## config.mk

```make
export PLATFORM = sky130hd
export DESIGN_NAME = register_file_mp_flat
export DESIGN_NICKNAME = d
export VERILOG_FILES = /design/src/rtl/register_file_mp_pkg.sv /design/src/rtl/register_file_mp_if.sv /design/src/rtl/register_file_mp_read_port.sv /design/src/rtl/register_file_mp.sv /design/src/flat_wrapper.sv
export SDC_FILE = /design/constraint.sdc
export NUM_CORES = 1
export LEC_CHECK = 0
export CAP_MARGIN = 40
export CORE_MARGIN = 5
export CORE_UTILIZATION = 50
export CTS_CLUSTER_DIAMETER = 100
export DETAILED_ROUTE_END_ITERATION = 8
export MAX_ROUTING_LAYER = met4
export PLACE_DENSITY = 0.71
export SETUP_SLACK_MARGIN = 0.05
export SLEW_MARGIN = 15
export SYNTH_ARGS = -nofsm -noshare
export SYNTH_HDL_FRONTEND = slang
export SYNTH_HIERARCHICAL = 1
export SYNTH_SLANG_ARGS = --single-unit
```

## constraint.sdc

```tcl
create_clock -name clk -period 3.63 [get_ports clk]
set_input_delay 0.726 -clock clk [delete_from_list [all_inputs] [get_ports clk]]
set_output_delay 0.726 -clock clk [all_outputs]
set_load 0.02 [all_outputs]
```

## src/rtl/register_file_mp_pkg.sv

```systemverilog
// rf_pkg: default geometry of the multi-port register file and shared helpers.
package rf_pkg;
  localparam int RF_NUM_REGS = 16;
  localparam int RF_ADDR_W   = 4;
  localparam int RF_DATA_W   = 16;
  localparam int RF_NUM_RD   = 2;
  // popcount operates on a fixed-width vector; callers zero-extend up to this size
  localparam int RF_MAX_REGS = 64;

  function automatic int unsigned popcount(input logic [RF_MAX_REGS-1:0] v);
    int unsigned cnt;
    cnt = 32'd0;
    for (int i = 0; i < RF_MAX_REGS; i++) begin
      cnt = cnt + {31'd0, v[i]};
    end
    return cnt;
  endfunction
endpackage

```

## src/rtl/register_file_mp_if.sv

```systemverilog
// Bus bundle for register_file_mp: read ports, write port, reserve port and status.
interface register_file_mp_if
  import rf_pkg::*;
#(
  parameter int NUM_REGS = RF_NUM_REGS,
  parameter int ADDR_W   = RF_ADDR_W,
  parameter int DATA_W   = RF_DATA_W,
  parameter int NUM_RD   = RF_NUM_RD
);
  logic [NUM_RD-1:0]        rd_en;
  logic [NUM_RD*ADDR_W-1:0] rd_addr;
  logic [NUM_RD*DATA_W-1:0] rd_data;
  logic [NUM_RD-1:0]        rd_valid;
  logic                     wr_en;
  logic [ADDR_W-1:0]        wr_addr;
  logic [DATA_W-1:0]        wr_data;
  logic                     rsv_en;
  logic [ADDR_W-1:0]        rsv_addr;
  logic [NUM_REGS-1:0]      busy;
  logic [ADDR_W:0]          busy_cnt;
  logic                     wr_err;

  modport master (
    output rd_en, rd_addr, wr_en, wr_addr, wr_data, rsv_en, rsv_addr,
    input  rd_data, rd_valid, busy, busy_cnt, wr_err
  );

  modport slave (
    input  rd_en, rd_addr, wr_en, wr_addr, wr_data, rsv_en, rsv_addr,
    output rd_data, rd_valid, busy, busy_cnt, wr_err
  );
endinterface

```

## src/rtl/register_file_mp_read_port.sv

```systemverilog
// rf_read_port: one registered read port with range check, busy check and write bypass.
module rf_read_port
  import rf_pkg::*;
#(
  parameter int NUM_REGS = RF_NUM_REGS,
  parameter int ADDR_W   = RF_ADDR_W,
  parameter int DATA_W   = RF_DATA_W,
  parameter int BYPASS   = 1
) (
  input  logic                       clk,
  input  logic                       rst_n,
  input  logic                       i_en,
  input  logic [ADDR_W-1:0]          i_addr,
  input  logic [NUM_REGS*DATA_W-1:0] i_regs,
  input  logic [NUM_REGS-1:0]        i_busy,
  input  logic                       i_wr_ok,
  input  logic [ADDR_W-1:0]          i_wr_addr,
  input  logic [DATA_W-1:0]          i_wr_data,
  output logic [DATA_W-1:0]          o_data,
  output logic                       o_valid
);
  localparam logic [ADDR_W:0] LP_NREGS = (ADDR_W+1)'(NUM_REGS);

  logic              w_inrange;
  logic              w_bypass;
  logic              w_hit_busy;
  logic [DATA_W-1:0] w_word;
  logic [DATA_W-1:0] w_data_nxt;
  logic              w_valid_nxt;
  logic [DATA_W-1:0] r_data;
  logic              r_valid;

  // Select the addressed word and busy bit, then pick hold / zero / bypass / stored.
  always_comb begin
    w_word     = {DATA_W{1'b0}};
    w_hit_busy = 1'b0;
    for (int i = 0; i < NUM_REGS; i++) begin
      w_word     = w_word | (i_regs[i*DATA_W +: DATA_W] & {DATA_W{i_addr == ADDR_W'(i)}});
      w_hit_busy = w_hit_busy | (i_busy[i] & (i_addr == ADDR_W'(i)));
    end
    w_inrange = ({1'b0, i_addr} < LP_NREGS);
    w_bypass  = (BYPASS != 0) && i_wr_ok && (i_wr_addr == i_addr);
    if (!i_en) begin
      w_data_nxt  = r_data;
      w_valid_nxt = 1'b0;
    end else if (!w_inrange) begin
      w_data_nxt  = {DATA_W{1'b0}};
      w_valid_nxt = 1'b0;
    end else if (w_bypass) begin
      w_data_nxt  = i_wr_data;
      w_valid_nxt = 1'b1;
    end else begin
      w_data_nxt  = w_word;
      w_valid_nxt = !w_hit_busy;
    end
  end

  // Output register for this port.
  always_ff @(posedge clk or negedge rst_n) begin
    if (!rst_n) begin
      r_data  <= {DATA_W{1'b0}};
      r_valid <= 1'b0;
    end else begin
      r_data  <= w_data_nxt;
      r_valid <= w_valid_nxt;
    end
  end

  assign o_data  = r_data;
  assign o_valid = r_valid;
endmodule

```

## src/rtl/register_file_mp.sv

```systemverilog
// register_file_mp: multi-read, single-write register file with a busy scoreboard.
module register_file_mp
  import rf_pkg::*;
#(
  parameter int NUM_REGS = RF_NUM_REGS,
  parameter int ADDR_W   = RF_ADDR_W,
  parameter int DATA_W   = RF_DATA_W,
  parameter int NUM_RD   = RF_NUM_RD,
  parameter int ZERO_REG = 0,
  parameter int BYPASS   = 1
) (
  input  logic              clk,
  input  logic              rst_n,
  register_file_mp_if.slave rf_bus
);
  localparam logic [ADDR_W:0] LP_NREGS = (ADDR_W+1)'(NUM_REGS);

  logic [DATA_W-1:0]          r_regs [NUM_REGS];
  logic [NUM_REGS-1:0]        r_busy;
  logic [ADDR_W:0]            r_busy_cnt;
  logic                       r_wr_err;

  logic                       w_wr_inrange;
  logic                       w_wr_ok;
  logic                       w_rsv_legal;
  logic                       w_rsv_ok;
  logic                       w_rsv_busy;
  logic                       w_err;
  logic [NUM_REGS-1:0]        w_wr_sel;
  logic [NUM_REGS-1:0]        w_rsv_sel;
  logic [NUM_REGS-1:0]        w_busy_nxt;
  logic [RF_MAX_REGS-1:0]     w_busy_ext;
  logic [NUM_REGS*DATA_W-1:0] w_regs_flat;
  logic [NUM_RD*DATA_W-1:0]   w_rd_data;
  logic [NUM_RD-1:0]          w_rd_valid;

  // Decode write/reserve legality and the next busy vector (reservation wins over clear).
  always_comb begin
    w_wr_sel    = {NUM_REGS{1'b0}};
    w_rsv_sel   = {NUM_REGS{1'b0}};
    w_regs_flat = {(NUM_REGS*DATA_W){1'b0}};
    for (int i = 0; i < NUM_REGS; i++) begin
      w_wr_sel[i]  = (rf_bus.wr_addr == ADDR_W'(i));
      w_rsv_sel[i] = (rf_bus.rsv_addr == ADDR_W'(i));
      w_regs_flat[i*DATA_W +: DATA_W] = r_regs[i];
    end
    w_wr_inrange = ({1'b0, rf_bus.wr_addr} < LP_NREGS);
    w_wr_ok      = rf_bus.wr_en && w_wr_inrange &&
                   !((ZERO_REG != 0) && (rf_bus.wr_addr == {ADDR_W{1'b0}}));
    w_rsv_legal  = ({1'b0, rf_bus.rsv_addr} < LP_NREGS) &&
                   !((ZERO_REG != 0) && (rf_bus.rsv_addr == {ADDR_W{1'b0}}));
    w_rsv_ok     = rf_bus.rsv_en && w_rsv_legal;
    w_rsv_busy   = |(r_busy & w_rsv_sel);
    w_busy_nxt   = (r_busy & ~({NUM_REGS{w_wr_ok}} & w_wr_sel)) |
                   ({NUM_REGS{w_rsv_ok}} & w_rsv_sel);
    w_err        = (rf_bus.wr_en && !w_wr_inrange) ||
                   (rf_bus.rsv_en && (!w_rsv_legal || w_rsv_busy));
    w_busy_ext   = {RF_MAX_REGS{1'b0}};
    w_busy_ext[NUM_REGS-1:0] = w_busy_nxt;
  end

  // Register storage.
  always_ff @(posedge clk or negedge rst_n) begin
    if (!rst_n) begin
      for (int i = 0; i < NUM_REGS; i++) r_regs[i] <= {DATA_W{1'b0}};
    end else begin
      for (int i = 0; i < NUM_REGS; i++) begin
        if (w_wr_ok && w_wr_sel[i]) r_regs[i] <= rf_bus.wr_data;
      end
    end
  end

  // Scoreboard state and error pulse.
  always_ff @(posedge clk or negedge rst_n) begin
    if (!rst_n) begin
      r_busy     <= {NUM_REGS{1'b0}};
      r_busy_cnt <= {(ADDR_W+1){1'b0}};
      r_wr_err   <= 1'b0;
    end else begin
      r_busy     <= w_busy_nxt;
      r_busy_cnt <= (ADDR_W+1)'(popcount(w_busy_ext));
      r_wr_err   <= w_err;
    end
  end

  for (genvar p = 0; p < NUM_RD; p++) begin : g_rd
    rf_read_port #(
      .NUM_REGS (NUM_REGS),
      .ADDR_W   (ADDR_W),
      .DATA_W   (DATA_W),
      .BYPASS   (BYPASS)
    ) u_rd_port (
      .clk       (clk),
      .rst_n     (rst_n),
      .i_en      (rf_bus.rd_en[p]),
      .i_addr    (rf_bus.rd_addr[p*ADDR_W +: ADDR_W]),
      .i_regs    (w_regs_flat),
      .i_busy    (r_busy),
      .i_wr_ok   (w_wr_ok),
      .i_wr_addr (rf_bus.wr_addr),
      .i_wr_data (rf_bus.wr_data),
      .o_data    (w_rd_data[p*DATA_W +: DATA_W]),
      .o_valid   (w_rd_valid[p])
    );
  end

  assign rf_bus.rd_data  = w_rd_data;
  assign rf_bus.rd_valid = w_rd_valid;
  assign rf_bus.busy     = r_busy;
  assign rf_bus.busy_cnt = r_busy_cnt;
  assign rf_bus.wr_err   = r_wr_err;
endmodule

```

## src/flat_wrapper.sv

```systemverilog
// flat-port wrapper written by rule: the top's interface ports become plain ports
module register_file_mp_flat import rf_pkg::*;
#(
  parameter int NUM_REGS = RF_NUM_REGS,
  parameter int ADDR_W   = RF_ADDR_W,
  parameter int DATA_W   = RF_DATA_W,
  parameter int NUM_RD   = RF_NUM_RD,
  parameter int ZERO_REG = 0,
  parameter int BYPASS   = 1
)
  (clk, rst_n, rf_bus_rd_en, rf_bus_rd_addr, rf_bus_wr_en, rf_bus_wr_addr, rf_bus_wr_data, rf_bus_rsv_en, rf_bus_rsv_addr, rf_bus_rd_data, rf_bus_rd_valid, rf_bus_busy, rf_bus_busy_cnt, rf_bus_wr_err);
  register_file_mp_if #(.NUM_REGS(NUM_REGS), .ADDR_W(ADDR_W), .DATA_W(DATA_W), .NUM_RD(NUM_RD)) rf_bus_i ();
  input  logic clk;
  input  logic rst_n;
  input wire logic [$bits(rf_bus_i.rd_en)-1:0] rf_bus_rd_en;
  input wire logic [$bits(rf_bus_i.rd_addr)-1:0] rf_bus_rd_addr;
  input wire logic [$bits(rf_bus_i.wr_en)-1:0] rf_bus_wr_en;
  input wire logic [$bits(rf_bus_i.wr_addr)-1:0] rf_bus_wr_addr;
  input wire logic [$bits(rf_bus_i.wr_data)-1:0] rf_bus_wr_data;
  input wire logic [$bits(rf_bus_i.rsv_en)-1:0] rf_bus_rsv_en;
  input wire logic [$bits(rf_bus_i.rsv_addr)-1:0] rf_bus_rsv_addr;
  output wire logic [$bits(rf_bus_i.rd_data)-1:0] rf_bus_rd_data;
  output wire logic [$bits(rf_bus_i.rd_valid)-1:0] rf_bus_rd_valid;
  output wire logic [$bits(rf_bus_i.busy)-1:0] rf_bus_busy;
  output wire logic [$bits(rf_bus_i.busy_cnt)-1:0] rf_bus_busy_cnt;
  output wire logic [$bits(rf_bus_i.wr_err)-1:0] rf_bus_wr_err;
  assign rf_bus_i.rd_en = rf_bus_rd_en;
  assign rf_bus_i.rd_addr = rf_bus_rd_addr;
  assign rf_bus_i.wr_en = rf_bus_wr_en;
  assign rf_bus_i.wr_addr = rf_bus_wr_addr;
  assign rf_bus_i.wr_data = rf_bus_wr_data;
  assign rf_bus_i.rsv_en = rf_bus_rsv_en;
  assign rf_bus_i.rsv_addr = rf_bus_rsv_addr;
  assign rf_bus_rd_data = rf_bus_i.rd_data;
  assign rf_bus_rd_valid = rf_bus_i.rd_valid;
  assign rf_bus_busy = rf_bus_i.busy;
  assign rf_bus_busy_cnt = rf_bus_i.busy_cnt;
  assign rf_bus_wr_err = rf_bus_i.wr_err;
  register_file_mp #(.NUM_REGS(NUM_REGS), .ADDR_W(ADDR_W), .DATA_W(DATA_W), .NUM_RD(NUM_RD), .ZERO_REG(ZERO_REG), .BYPASS(BYPASS)) u_core (.clk(clk), .rst_n(rst_n), .rf_bus(rf_bus_i));
endmodule
```

; ---- Word level (Yosys, flattened, before mapping)
; Index checks and enable logic that the tools add are counted.
; W data, S select, Z words.
[word_totals]
reg_bits = 312
in_bits = 38
word_cells = 262
[classes]
n_addsub = 15
n_eq_ne = 62
mux = 6
n_bitwise = 130
n_reduce_logical = 26
[op_table]
columns = cell, n
row1 = $and A16 B16 Y16, 36
row2 = $or A16 B16 Y16, 31
row3 = $eq A4 B4 Y1 const B, 32
row4 = $add A5 B1 Y5, 14
row5 = $eq A4 B3 Y1 const B, 16
row6 = $and A1 B1 Y1, 32
row7 = $eq A4 B2 Y1 const B, 8
row8 = $mux W16, 2
row9 = $or A1 B1 Y1, 30
row10 = $logic_and A1 B1 Y1, 19
row11 = $eq A4 B1 Y1 const B, 4
row12 = $logic_not A4 Y1, 4
row13 = $not A16 Y16, 1
row14 = $reduce_or A16 Y1, 1
row15 = $eq A4 B4 Y1, 2
row16 = $mux W1, 4
row17 = $add A1 B1 Y2, 1
row18 = $logic_not A1 Y1, 2

; ---- Depth between registers and ports, before layout
[depth]
word_depth = 20
mapped_depth = 18

; ---- Cells and area by module
; Netlist, hierarchy kept.
[by_module_without_submodules]
columns = module, n_inst, cells_per_inst, area_per_inst_um2
row1 = register_file_mp, 1, 711, 11024.3
row2 = rf_read_port, 2, 403, 3111.7

; ---- Worst setup path after synthesis
; OpenSTA, ideal clock, no wires.
[synth_timing]
path_type = input -> register
from = input rf_bus_wr_addr[1]
to = register u_core.r_busy_cnt[4], in the netlist u_core/rf_bus.busy_cnt[4]
setup_time_ns = 0.064
arrival_time_ns = 4.541
required_ns = 3.566
setup_slack_ns = -0.975
cell_stages = 17
path_buffers = 2
path_cell_list = nand3b_2 > or3_1 > buf_6 > buf_6 > a21oi_1 > fa_1 > inv_1 > fa_1 > fa_1 > inv_1 > fa_1 > inv_1 > ha_1 > inv_1 > fa_1 > nor2b_1 > o21a_1
[synth_via]
elab_chain_cells = 20
word_cells_on_any_way = 35
[synth_rtl]
columns = item, line
row1 = start: declaration, flat_wrapper.sv:18  ; input wire logic [$bits(rf_bus_i.wr_addr)-1:0] rf_bus_wr_addr;
row2 = $eq A4 B1 Y1 / $logic_not A4 Y1 (equally long branches), register_file_mp.sv:43  ; w_wr_sel[i] = (rf_bus.wr_addr == ADDR_W'(i));
row3 = $and A16 B16 Y16 (*), register_file_mp.sv:54  ; w_busy_nxt = (r_busy & ~({NUM_REGS{w_wr_ok}} & w_wr_sel)) |
row4 = $not A16 Y16 (*), register_file_mp.sv:54
row5 = $and A16 B16 Y16 (*), register_file_mp.sv:54
row6 = $or A16 B16 Y16 (*), register_file_mp.sv:54
row7 = $add A1 B1 Y2, register_file_mp_pkg.sv:14  ; cnt = cnt + {31'd0, v[i]};
row8 = $add A5 B1 Y5 (13 in a row), register_file_mp_pkg.sv:14
row9 = $add A5 B1 Y5 (*), register_file_mp_pkg.sv:14
row10 = end signal: assignment, register_file_mp.sv:77  ; r_busy_cnt <= {(ADDR_W+1){1'b0}};
row11 = end signal: assignment, register_file_mp.sv:81  ; r_busy_cnt <= (ADDR_W+1)'(popcount(w_busy_ext));
row12 = end: declaration, register_file_mp.sv:20  ; logic [ADDR_W:0] r_busy_cnt;
; Mark *: on every way between the ends. The rest lies on a longest branch, timed or not.
; A chain may end at the register's enable or synchronous reset.

; ---- Worst setup path in the final report
[layout_timing]
from = input rf_bus_wr_addr[1]
to = register u_core.r_busy_cnt[1], in the netlist u_core/rf_bus.busy_cnt[1]
; The elaborated chain is that of the path after synthesis.

==> flow_metrics.tcl <==
set metrics [dict create \
    routedWlPerCell_um 29.2 \
    viasPerCell 6.92 \
    io_pins 94 \
    die_x_um 196 \
    syn_nets 1570 \
    netlist_area_um2 17200 \
    routabilityCongestion 0.932 \
    die_y_um 196 \
    ys.flop_type "dfrtp_1" \
    crit_fanout 4 \
    drive_gt1_share_pct 33.1 \
    yosysSeqAreaShare_pct 45.3 \
    area_growth_pct 18.6 \
    netlist_top_cells_area "dfrtp_1 45%, mux2_2 18%, a22oi_1 4.6%, mux2i_1 3.6%, o22ai_1 2.0%" \
    violations "setup timing" \
    wl_mm 62.0 \
    cp_data_required_time_ns 4.04 \
    placedCellCount 2050 \
    clk_pin_slew_worst_paths_ns 0.05 \
    antenna_found_initial 1 \
    ant_nets 0 \
    clock-sinks 312 \
    fmax_mhz 259 \
    nNetsFinal 1697 \
    multi_input_area_um2 8740 \
    r2r-end "u_core/rf_bus.busy_cnt[1]" \
    whs_ns 0.239 \
    hold_path.class "in2async" \
    yosysMostFrequentCell "dfrtp_1" \
    netlist_instances 1517 \
    final_max_slew_viol_count 0 \
    io_buffer_count 93 \
    core_region_area_um2 34300 \
    synthTopCellsByCount "312 x dfrtp_1, 273 x mux2_2, 106 x a22oi_1" \
    seqCellArea_um2 7810 \
    finalHoldViolCount 0 \
    setup_tns_ns -0.758 \
    rrSetupSlack_ns -0.02 \
    cp-startpoint "rf_bus_wr_addr[1]" \
    finalSetupViolations 4 \
    grt_util_all_layers_pct 32.3 \
    synth-seq-cells 312 \
    clk_latency_ns 0.52 \
    yosysTopAreaCell "dfrtp_1" \
    ir_drop_mv 1.26 \
    grt_pass1_vias 14700 \
    grt_pass1_wl_mm 92.4 \
    synth_cell_types 63 \
    status "complete, but fails checks" \
    power_density_nw_per_um2 615 \
    floorplan.initialDensity_pct 50.3 \
    netlist.area_leader.share_pct 45.3 \
    path_class "in2reg" \
    pre_cts_ws_ns -1.34 \
    numCtsBuffers 36 \
    first_pass_iters 7 \
    worstMarginPinSlew_ns 0.956 \
    drcViolationCount 0 \
    overflow 0 \
    dr.first_iter.drc_count 1987 \
    final_util_pct 59.6 \
    worst_setup_path_start_kind "primary input" \
    placed_area_um2 19000 \
    power.leakage_nw 8.53 \
    stdcell_area_um2 20400 \
    period_minus_slack_ns 3.87 \
    endpoint "u_core/rf_bus.busy_cnt[1]" \
    hold_buffers 0 \
    vias 14700 \
    n_fill_cell 2778 \
    slew_headroom_pct 36.3 \
    worst_slack_ns -0.235 \
    final_cell_count_no_fill 2123 \
    clk_path_buf_depth 3 \
    rsz0062_at_grt "true" \
    rr_worst_depth 14 \
    r2r_start "u_core/rf_bus.busy[13]" \
    dieArea_um2 38300 \
    grt_max_degree 96 \
    finalCritPeriodShare_pct 106 \
    cts_tree "yes" \
    syn_area_per_cell_um2 11.4 \
    cts_root_buf "clkbuf_16" \
    fin_skew_ns 0.00906 \
    arrival_ns 4.27 \
    rows 68 \
    synthArstFlopShare_pct 100 \
    htreeDepth 2 \
    critPathCaptureType "register" \
    hpwl_mm 40.2 \
    cap_violations 0 \
    power_mw 12.6 \
    synth-edff-count 0 \
    ys.warnings.count 6 \
]
routing by layer:
metal  vias to the layer above  GRT usage, %  wire (µm)  share of wire (%)
met5                         -             -          0                  0
met4                         0          15.5       3660                5.9
met3                       248          6.94       6840                 11
met2                       998          47.4      27300                 44
met1                      7393          42.9      24200                 39
li1                       6050             -          -                  -
critical path, cell delays in order:
cell,delay (ns)
buf_6,0.11
nand3b_4,0.17
or3_4,0.40
a21oi_4,0.17
fa_1,0.42
inv_1,0.08
fa_2,0.44
fa_1,0.51
inv_2,0.04
fa_2,0.41
inv_2,0.08
ha_4,0.13
inv_2,0.03
fa_2,0.51
inv_2,0.03
flip-flops by register name, indices dropped and copies added, names as in the netlist:
| signal | flops |
|---|---|
| u_core/g_rd.u_rd_port/o_data | 32 |
| u_core/g_rd.u_rd_port/o_valid | 2 |
| u_core/r_regs | 256 |
| u_core/rf_bus.busy | 16 |
| u_core/rf_bus.busy_cnt | 5 |
| u_core/rf_bus.wr_err | 1 |
cell usage in the layout (no fill, tap or decap), types with 11 or more instances in the layout:
master	n
nor3_1	18
o31ai_1	11
nand3_1	37
mux2_2	273
clkdlybuf4s50_1	72
nand3b_1	12
o221ai_1	24
nand2b_1	12
a21oi_1	23
o21ai_0	46
inv_1	49
a221oi_1	26
nor2_1	28
a22o_1	18
buf_2	14
buf_4	118
nor2b_1	17
o22ai_1	54
nand2_1	29
mux2i_1	62
nor2_2	13
clkbuf_16	37
a22oi_1	106
dfrtp_1	312
cells by family (layout without fill, tap and decap cells):
family | count (synthesis) | in the layout | share of synthesized area [%]
other | 0 | 1 | 0
muxes | 343 | 343 | 22.5
xor gates and xnor gates | 10 | 10 | 0.508
DFF | 312 | 312 | 45.3
and+or+nand+nor | 248 | 248 | 8.17
adders and majority gates | 15 | 15 | 1.52
buffers and inverters | 187 | 337 | 5.16
AOI/OAI and AO/OA | 402 | 402 | 16.9
report_power, final:
part / internal, mW / leakage, nW / total, mW / switching, mW
registers: 4.31 / 3.82 / 4.96 / 0.651
clock network: 2.32 / 0.606 / 3.78 / 1.46
logic: 1.95 / 4.10 / 3.84 / 1.88
what timing repair did:
item                       CTS  global route
pin swaps                   14            19
gates resized for setup     59            33
gates cloned                 0             0
buffers inserted             6             6
setup endpoints to repair    5             5
how the worst min path moves through the flow:
stage                       startpoint                                 end  slack [ns]
floorplan                        rst_n  u_core/g_rd[0].u_rd_port/o_data[0]        0.43
global placement     u_core/r_regs[27]                   u_core/r_regs[27]        0.50
detailed placement  u_core/r_regs[139]                  u_core/r_regs[139]        0.51
CTS                              rst_n  u_core/g_rd[0].u_rd_port/o_data[7]        0.27
global route                     rst_n              u_core/rf_bus.busy[14]        0.30
finish                           rst_n              u_core/rf_bus.busy[14]        0.24
layout make-up:
class / count / area share (%)
clock buffer: 50 / 5.21
sequential: 312 / 38.2
clock inverter: 11 / 0.771
antenna: 1 / 0.0122
multi-input combinational: 1018 / 42.8
timing repair buffer: 220 / 9.25
tap: 455 / 2.78
inverter: 56 / 1.03
Power figures use the tool's default switching activity.
